<file path="src/rtl/lsu_subword_if.sv">
// ---------------------------------------------------------------------------
// lsu_subword_if
// Bundles the core-side request/response signals and the word-only memory
// port of the load/store unit.
//   Core side : req, is_store, size, sign_ext, addr, wdata  (to LSU)
//               busy, done, err, rdata                      (from LSU)
//   Memory    : mem_addr, mem_we, mem_wdata                 (from LSU)
//               mem_rdata                                   (to LSU)
// modport slave  : the LSU itself.
// modport master : the environment (core + memory) around the LSU.
// ---------------------------------------------------------------------------
interface lsu_subword_if #(
  parameter int ADDR_WIDTH = 32
);
  logic                  req;
  logic                  is_store;
  logic [1:0]            size;
  logic                  sign_ext;
  logic [ADDR_WIDTH-1:0] addr;
  logic [31:0]           wdata;
  logic                  busy;
  logic                  done;
  logic                  err;
  logic [31:0]           rdata;
  logic [ADDR_WIDTH-1:0] mem_addr;
  logic                  mem_we;
  logic [31:0]           mem_wdata;
  logic [31:0]           mem_rdata;

  modport slave (
    input  req, is_store, size, sign_ext, addr, wdata, mem_rdata,
    output busy, done, err, rdata, mem_addr, mem_we, mem_wdata
  );

  modport master (
    output req, is_store, size, sign_ext, addr, wdata, mem_rdata,
    input  busy, done, err, rdata, mem_addr, mem_we, mem_wdata
  );
endinterface

</file>
<file path="src/rtl/lsu_subword.sv">
// ---------------------------------------------------------------------------
// lsu_subword
// Load/store unit between the core datapath and a word-only data memory.
// Byte/halfword/word loads with sign or zero extension; byte/halfword stores
// via read-modify-write, word stores written directly. Misaligned accesses
// and size=11 complete immediately with err=1 and no memory access.
// Ports:
//   clk  : clock, rising edge
//   rst  : synchronous active-high reset
//   bus  : lsu_subword_if.slave (request/response + memory port)
// ---------------------------------------------------------------------------
module lsu_subword #(
  parameter int ADDR_WIDTH = 32
) (
  input  logic          clk,
  input  logic          rst,
  lsu_subword_if.slave  bus
);

  typedef enum logic [1:0] {IDLE, RD, WR, FIN} state_e;

  state_e                state_q;
  logic                  err_q;
  logic [31:0]           rdata_q;
  logic                  is_store_q;
  logic [1:0]            size_q;
  logic                  sign_ext_q;
  logic [ADDR_WIDTH-1:0] addr_q;
  logic [31:0]           wdata_q;
  logic [31:0]           old_q;

  logic                  misalign_d;
  logic [31:0]           load_d;
  logic [31:0]           merged_d;

  // Extract the addressed lane from a memory word and extend it.
  function automatic logic [31:0] load_ext(input logic [31:0] w,
                                           input logic [1:0]  lo,
                                           input logic [1:0]  sz,
                                           input logic        sx);
    logic signed [7:0]  b;
    logic signed [15:0] h;
    b = w[{lo, 3'b000} +: 8];
    h = w[{lo[1], 4'b0000} +: 16];
    case (sz)
      2'b00:   return sx ? 32'(b) : {24'b0, b};
      2'b01:   return sx ? 32'(h) : {16'b0, h};
      default: return w;
    endcase
  endfunction

  // Replace the addressed lane of the old word with the store data.
  function automatic logic [31:0] store_merge(input logic [31:0] old,
                                              input logic [31:0] wd,
                                              input logic [1:0]  lo,
                                              input logic [1:0]  sz);
    logic [31:0] m;
    m = old;
    case (sz)
      2'b00:   m[{lo, 3'b000} +: 8]    = wd[7:0];
      2'b01:   m[{lo[1], 4'b0000} +: 16] = wd[15:0];
      default: m = wd;
    endcase
    return m;
  endfunction

  always_comb begin
    misalign_d = 1'b0;
    case (bus.size)
      2'b01:   misalign_d = bus.addr[0];
      2'b10:   misalign_d = (bus.addr[1:0] != 2'b00);
      2'b11:   misalign_d = 1'b1;
      default: misalign_d = 1'b0;
    endcase
  end

  assign load_d   = load_ext(bus.mem_rdata, addr_q[1:0], size_q, sign_ext_q);
  assign merged_d = store_merge(old_q, wdata_q, addr_q[1:0], size_q);

  // Request capture and RMW old-word latch; data only, no reset needed.
  always_ff @(posedge clk) begin
    if (state_q == IDLE && bus.req) begin
      is_store_q <= bus.is_store;
      size_q     <= bus.size;
      sign_ext_q <= bus.sign_ext;
      addr_q     <= bus.addr;
      wdata_q    <= bus.wdata;
    end
    if (state_q == RD && is_store_q) begin
      old_q <= bus.mem_rdata;
    end
  end

  // Control FSM; rdata is reset as well because it is a visible output.
  always_ff @(posedge clk) begin
    if (rst) begin
      state_q <= IDLE;
      err_q   <= 1'b0;
      rdata_q <= '0;
    end else begin
      case (state_q)
        IDLE: begin
          if (bus.req) begin
            if (misalign_d) begin
              err_q   <= 1'b1;
              state_q <= FIN;
            end else begin
              err_q   <= 1'b0;
              // Word stores skip the read; everything else reads first.
              state_q <= (bus.is_store && bus.size == 2'b10) ? WR : RD;
            end
          end
        end
        RD: begin
          if (is_store_q) begin
            state_q <= WR;
          end else begin
            rdata_q <= load_d;
            state_q <= FIN;
          end
        end
        WR:  state_q <= FIN;
        FIN: begin
          err_q   <= 1'b0;
          state_q <= IDLE;
        end
        default: state_q <= IDLE;
      endcase
    end
  end

  assign bus.busy      = (state_q != IDLE);
  assign bus.done      = (state_q == FIN);
  assign bus.err       = (state_q == FIN) & err_q;
  assign bus.rdata     = rdata_q;
  assign bus.mem_addr  = (state_q != IDLE) ? {addr_q[ADDR_WIDTH-1:2], 2'b00} : '0;
  // Reset gates the write strobe combinationally so an aborted WR never writes.
  assign bus.mem_we    = (state_q == WR) & ~rst;
  assign bus.mem_wdata = bus.mem_we ? merged_d : 32'h0;

endmodule

</file>
<file path="src/flat_wrapper.sv">
// flat-port wrapper written by rule: the top's interface ports become plain ports
module lsu_subword_flat 
#(
  parameter int ADDR_WIDTH = 32
)
  (clk, rst, bus_req, bus_is_store, bus_size, bus_sign_ext, bus_addr, bus_wdata, bus_mem_rdata, bus_busy, bus_done, bus_err, bus_rdata, bus_mem_addr, bus_mem_we, bus_mem_wdata);
  lsu_subword_if #(.ADDR_WIDTH(ADDR_WIDTH)) bus_i ();
  input  logic clk;
  input  logic rst;
  input wire logic [$bits(bus_i.req)-1:0] bus_req;
  input wire logic [$bits(bus_i.is_store)-1:0] bus_is_store;
  input wire logic [$bits(bus_i.size)-1:0] bus_size;
  input wire logic [$bits(bus_i.sign_ext)-1:0] bus_sign_ext;
  input wire logic [$bits(bus_i.addr)-1:0] bus_addr;
  input wire logic [$bits(bus_i.wdata)-1:0] bus_wdata;
  input wire logic [$bits(bus_i.mem_rdata)-1:0] bus_mem_rdata;
  output wire logic [$bits(bus_i.busy)-1:0] bus_busy;
  output wire logic [$bits(bus_i.done)-1:0] bus_done;
  output wire logic [$bits(bus_i.err)-1:0] bus_err;
  output wire logic [$bits(bus_i.rdata)-1:0] bus_rdata;
  output wire logic [$bits(bus_i.mem_addr)-1:0] bus_mem_addr;
  output wire logic [$bits(bus_i.mem_we)-1:0] bus_mem_we;
  output wire logic [$bits(bus_i.mem_wdata)-1:0] bus_mem_wdata;
  assign bus_i.req = bus_req;
  assign bus_i.is_store = bus_is_store;
  assign bus_i.size = bus_size;
  assign bus_i.sign_ext = bus_sign_ext;
  assign bus_i.addr = bus_addr;
  assign bus_i.wdata = bus_wdata;
  assign bus_i.mem_rdata = bus_mem_rdata;
  assign bus_busy = bus_i.busy;
  assign bus_done = bus_i.done;
  assign bus_err = bus_i.err;
  assign bus_rdata = bus_i.rdata;
  assign bus_mem_addr = bus_i.mem_addr;
  assign bus_mem_we = bus_i.mem_we;
  assign bus_mem_wdata = bus_i.mem_wdata;
  lsu_subword #(.ADDR_WIDTH(ADDR_WIDTH)) u_core (.clk(clk), .rst(rst), .bus(bus_i));
endmodule
</file>
<file path="config.mk">
export PLATFORM = sky130hd
export DESIGN_NAME = lsu_subword_flat
export DESIGN_NICKNAME = d
export VERILOG_FILES = /design/src/rtl/lsu_subword_if.sv /design/src/rtl/lsu_subword.sv /design/src/flat_wrapper.sv
export SDC_FILE = /design/constraint.sdc
export NUM_CORES = 1
export LEC_CHECK = 0
export CORE_AREA = 2 2 136 138
export DETAILED_ROUTE_END_ITERATION = 16
export DIE_AREA = 0 0 138 140
export PLACE_DENSITY_LB_ADDON = 0.25
export SLEW_MARGIN = 20
export SYNTH_ARGS = -nofsm -noshare
export SYNTH_HDL_FRONTEND = slang
export SYNTH_SLANG_ARGS = --single-unit
</file>
<file path="constraint.sdc">
create_clock -name clk -period 6.3 [get_ports clk]
set_input_delay 1.89 -clock clk [delete_from_list [all_inputs] [get_ports clk]]
set_output_delay 1.89 -clock clk [all_outputs]
set_load 0.1 [all_outputs]
</file>
==> results.rst <==
.. list-table::
   :header-rows: 1

   * - Metric
     - Value
   * - Outcome
     - finished clean
   * - Crit path capture type
     - output pin
   * - Quantity of hold-fixing buffers added after cts
     - 0
   * - Total power after layout
     - 0.00499 W
   * - Max-slew violation count
     - 0
   * - Logic gate share of total power
     - 52.8%
   * - Chip Width
     - 138 um
   * - Combined area of the multi-input logic cells
     - 2570 um^2
   * - Routed wire length per instance
     - 21.6 um
   * - Fillcell total
     - 1,484
   * - First-pass GRT wire length
     - 32,100 um
   * - Final Core Density
     - 54.2%
   * - Unrepaired setup endpoints after global routing
     - false
   * - Total clock sinks
     - 135
   * - Synth top area share
     - 46.0%
   * - Number of synthesized flops with an enable pin
     - 100
   * - Portion of total power attributed to sequential cells
     - 26.4%
   * - Fraction of layout instances using a drive strength above 1
     - 17.5%
   * - DP HPWL
     - 15,500 um
   * - Beginning of the worst hold path
     - u_core.bus.rdata[29]$_SDFFE_PP0P_
   * - Max capacitance violation total
     - 0
   * - Peak supply drop
     - 416 uV
   * - First-pass DRT Iterations
     - 5
   * - Number of setup buffers added after CTS
     - 0
   * - Critical path type
     - input port to output pin
   * - Launch instance of the worst register-to-register path
     - u_core.state_q[0]$_SDFFE_PP0P_
   * - Chip Height
     - 140 um
   * - Root buffer cell
     - clkbuf_16
   * - Sequential-to-total area share from yosys stat
     - 56.7%
   * - Mean area per synthesized cell
     - 11.8 um^2
   * - Number of antenna cells inserted
     - 0
   * - Ranking of synthesized cells by area
     - edfxtp_1 (46%), dfxtp_1 (11%), nor2b_1 (4.4%)
   * - Final number of hold-violating endpoints
     - 0
   * - Vias after detailed routing
     - 5,398
   * - CTS tree
     - yes
   * - Mapped Cells
     - 553
   * - Top achievable clock speed
     - 0.182 GHz
   * - Antenna viol nets, final
     - 0
   * - Mean number of vias per cell
     - 5.49
   * - Total routing usage reported by global routing
     - 21.8%
   * - Synthesized flop and latch total
     - 135
   * - Gates resized, CTS repair
     - 0
   * - Clock transition at the registers of the reported paths
     - 0.06 ns
   * - Placer Congestion
     - 0.827
   * - Final nets
     - 853
   * - Launching instance or port of the critical path
     - rst
   * - Cell Area, Synth
     - 6530 um^2
   * - Rel. slew slack
     - 30.1%
   * - DRC violation count after routing
     - 0
   * - Overflow left after global routing
     - 0
   * - Relative area change from synthesis to final layout
     - 47.6%
   * - Signal arrival time at the worst endpoint
     - 3.61 ns
   * - Class of the tightest hold or removal check
     - register to register
   * - Worst setup slack before clock tree synthesis
     - 0.819 ns
   * - Worst clock skew
     - 0.00648 ns
   * - Vias in the first global route
     - 5,374
   * - Total area of sequential cells
     - 3700 um^2
   * - Required arrival time at the worst endpoint
     - 4.41 ns
   * - Antenna violations before repair
     - 0
   * - H-tree level count
     - 4
   * - Largest fanout on the critical path
     - 8
   * - Num ports
     - 203
   * - Net switching share of the total power
     - 49.7%
   * - Portion of the clock cycle consumed by the worst path in the final layout
     - 87.3%
   * - Power density relative to cell area
     - 518 nW/um^2
   * - Worst-case clock buffer depth
     - 2
   * - Ys flop type
     - edfxtp_1
   * - Number of core rows
     - 49
   * - Setup slack of the critical path after layout
     - 0.803 ns
   * - Leak pwr
     - 3.27 nW
   * - Initial core utilization
     - 36.7%
   * - Number of synthesis warnings
     - 0
   * - Count of final setup violators
     - 0
   * - Final period demand of the worst path
     - 5.50 ns
   * - Number of DRC markers after the initial detailed-route iteration
     - 334
   * - Largest net degree at the start of global routing
     - 52
   * - Worst Tran Pin Value
     - 1.05 ns
   * - Skew-Pair Late Insertion Delay
     - 0.42 ns
   * - Sort of element at the start of the critical path
     - input port
   * - Port Buffer Count
     - 200
   * - Share of async-settable or async-resettable flops after synthesis
     - 0%
   * - Net switching power of the design
     - 0.00248 W
   * - Area of the placeable core
     - 17,800 um^2
   * - Clock network fraction of design power
     - 20.8%
   * - Most common cell in the synthesized netlist
     - edfxtp_1
   * - Total clock buffers created by CTS
     - 17
   * - Internal portion of total power
     - 0.00251 W
   * - Number of distinct library cell variants in the gate-level netlist after synthesis
     - 56
   * - Synth top cells by count
     - edfxtp_1 (100), nor2b_1 (46), nand2_1 (40), dfxtp_1 (35), o21ai_0 (32)
   * - Drt total wl
     - 21,200 um
   * - Die Footprint
     - 19,300 um^2
   * - Cell type with the highest aggregate area in the netlist
     - edfxtp_1
stage by stage:
stage,hold WS (ns),setup TNS [ns],instances,instance area [um^2]
4_1_cts,0.458,0,983,9630
2_1_floorplan,0.433,-0.252,554,6570
6_report,0.455,0,983,9640
5_1_grt,0.473,0,983,9640
3_5_place_dp,0.449,0,951,9020
3_3_place_gp,0.441,0,951,9010
worst max-delay path: stages:
cell and delay [ns]:
clkdlybuf4s50_1 0.46, inv_1 0.11, nand2_2 0.16, nor2_1 0.47
a32o_1 0.32, buf_12 0.19
cell type report:
| class | instances | share of cell area, % |
|---|---|---|
| clock buffer | 17 | 4.42 |
| clock inverter | 15 | 1.99 |
| inverter | 12 | 0.493 |
| multi-input combinational | 365 | 26.7 |
| sequential | 135 | 38.4 |
| tap | 229 | 2.97 |
| timing repair buffer | 210 | 25.0 |
routing by layer:
| layer | vias up | GRT usage (%) | wire length, um |
|---|---|---|---|
| met5 | - | 0 | 0 |
| met4 | 0 | 9.61 | 660 |
| met3 | 41 | 4.17 | 1190 |
| met2 | 240 | 36.8 | 10800 |
| met1 | 2618 | 27.2 | 8620 |
| li1 | 2499 | - | - |
path summary, 6_finish.rpt:
kind,end,slack [ns],cells after the start
worst max-delay path,bus_mem_wdata[16],0.80,6
worst min-delay path,u_core.bus.rdata[29]$_SDFFE_PP0P_,0.46,2
worst max register to register,u_core.wdata_q[24]$_DFFE_PP_,3.41,5
worst min register to register,u_core.bus.rdata[29]$_SDFFE_PP0P_,0.46,2
power by group through the flow:
stage	Combinational (W)	Clock [W]	Sequential, W
2_1_floorplan	0.00160	0	0.00164
3_3_place_gp	0.00262	0	0.00132
3_5_place_dp	0.00264	0	0.00133
4_1_cts	0.00265	0.00105	0.00131
5_1_grt	0.00274	0.00108	0.00134
6_report	0.00264	0.00104	0.00131
placed cells by master (no fill, tap or decap), types with 10 or more instances in the layout:
master / synthesis / final
clkdlybuf4s50_1: 0 / 167
edfxtp_1: 100 / 100
nor2b_1: 46 / 45
nand2_1: 40 / 40
dfxtp_1: 35 / 35
buf_12: 0 / 33
o21ai_0: 32 / 32
a21oi_1: 31 / 31
o22ai_1: 25 / 25
clkbuf_16: 0 / 17
nor2_1: 16 / 16
a221oi_1: 16 / 16
a32o_1: 16 / 16
mux2_2: 14 / 14
nor3_1: 11 / 11
nand2b_1: 10 / 10
a21oi_2: 10 / 10
buf_4: 6 / 10
logic make-up (layout without fill, tap and decap cells):
logic type | Yosys count | in the layout | synth area share [%]
compound gates | 182 | 182 | 20.2
simple gates | 147 | 147 | 12.4
flops | 135 | 135 | 56.7
buf+inv | 54 | 254 | 4.62
mux | 25 | 25 | 4.35
fa+ha+maj | 9 | 9 | 1.72
other cells | 1 | 2 | 0.0574
flip-flops by register name, indices dropped and copies added, names as in the netlist:
signal / count
u_core.old_q: 32
u_core.err_q: 1
u_core.bus.rdata: 32
u_core.size_q: 2
u_core.addr_q: 32
u_core.sign_ext_q: 1
u_core.is_store_q: 1
u_core.wdata_q: 32
u_core.state_q: 2
Note: power is estimated with default switching activity, not from simulation.
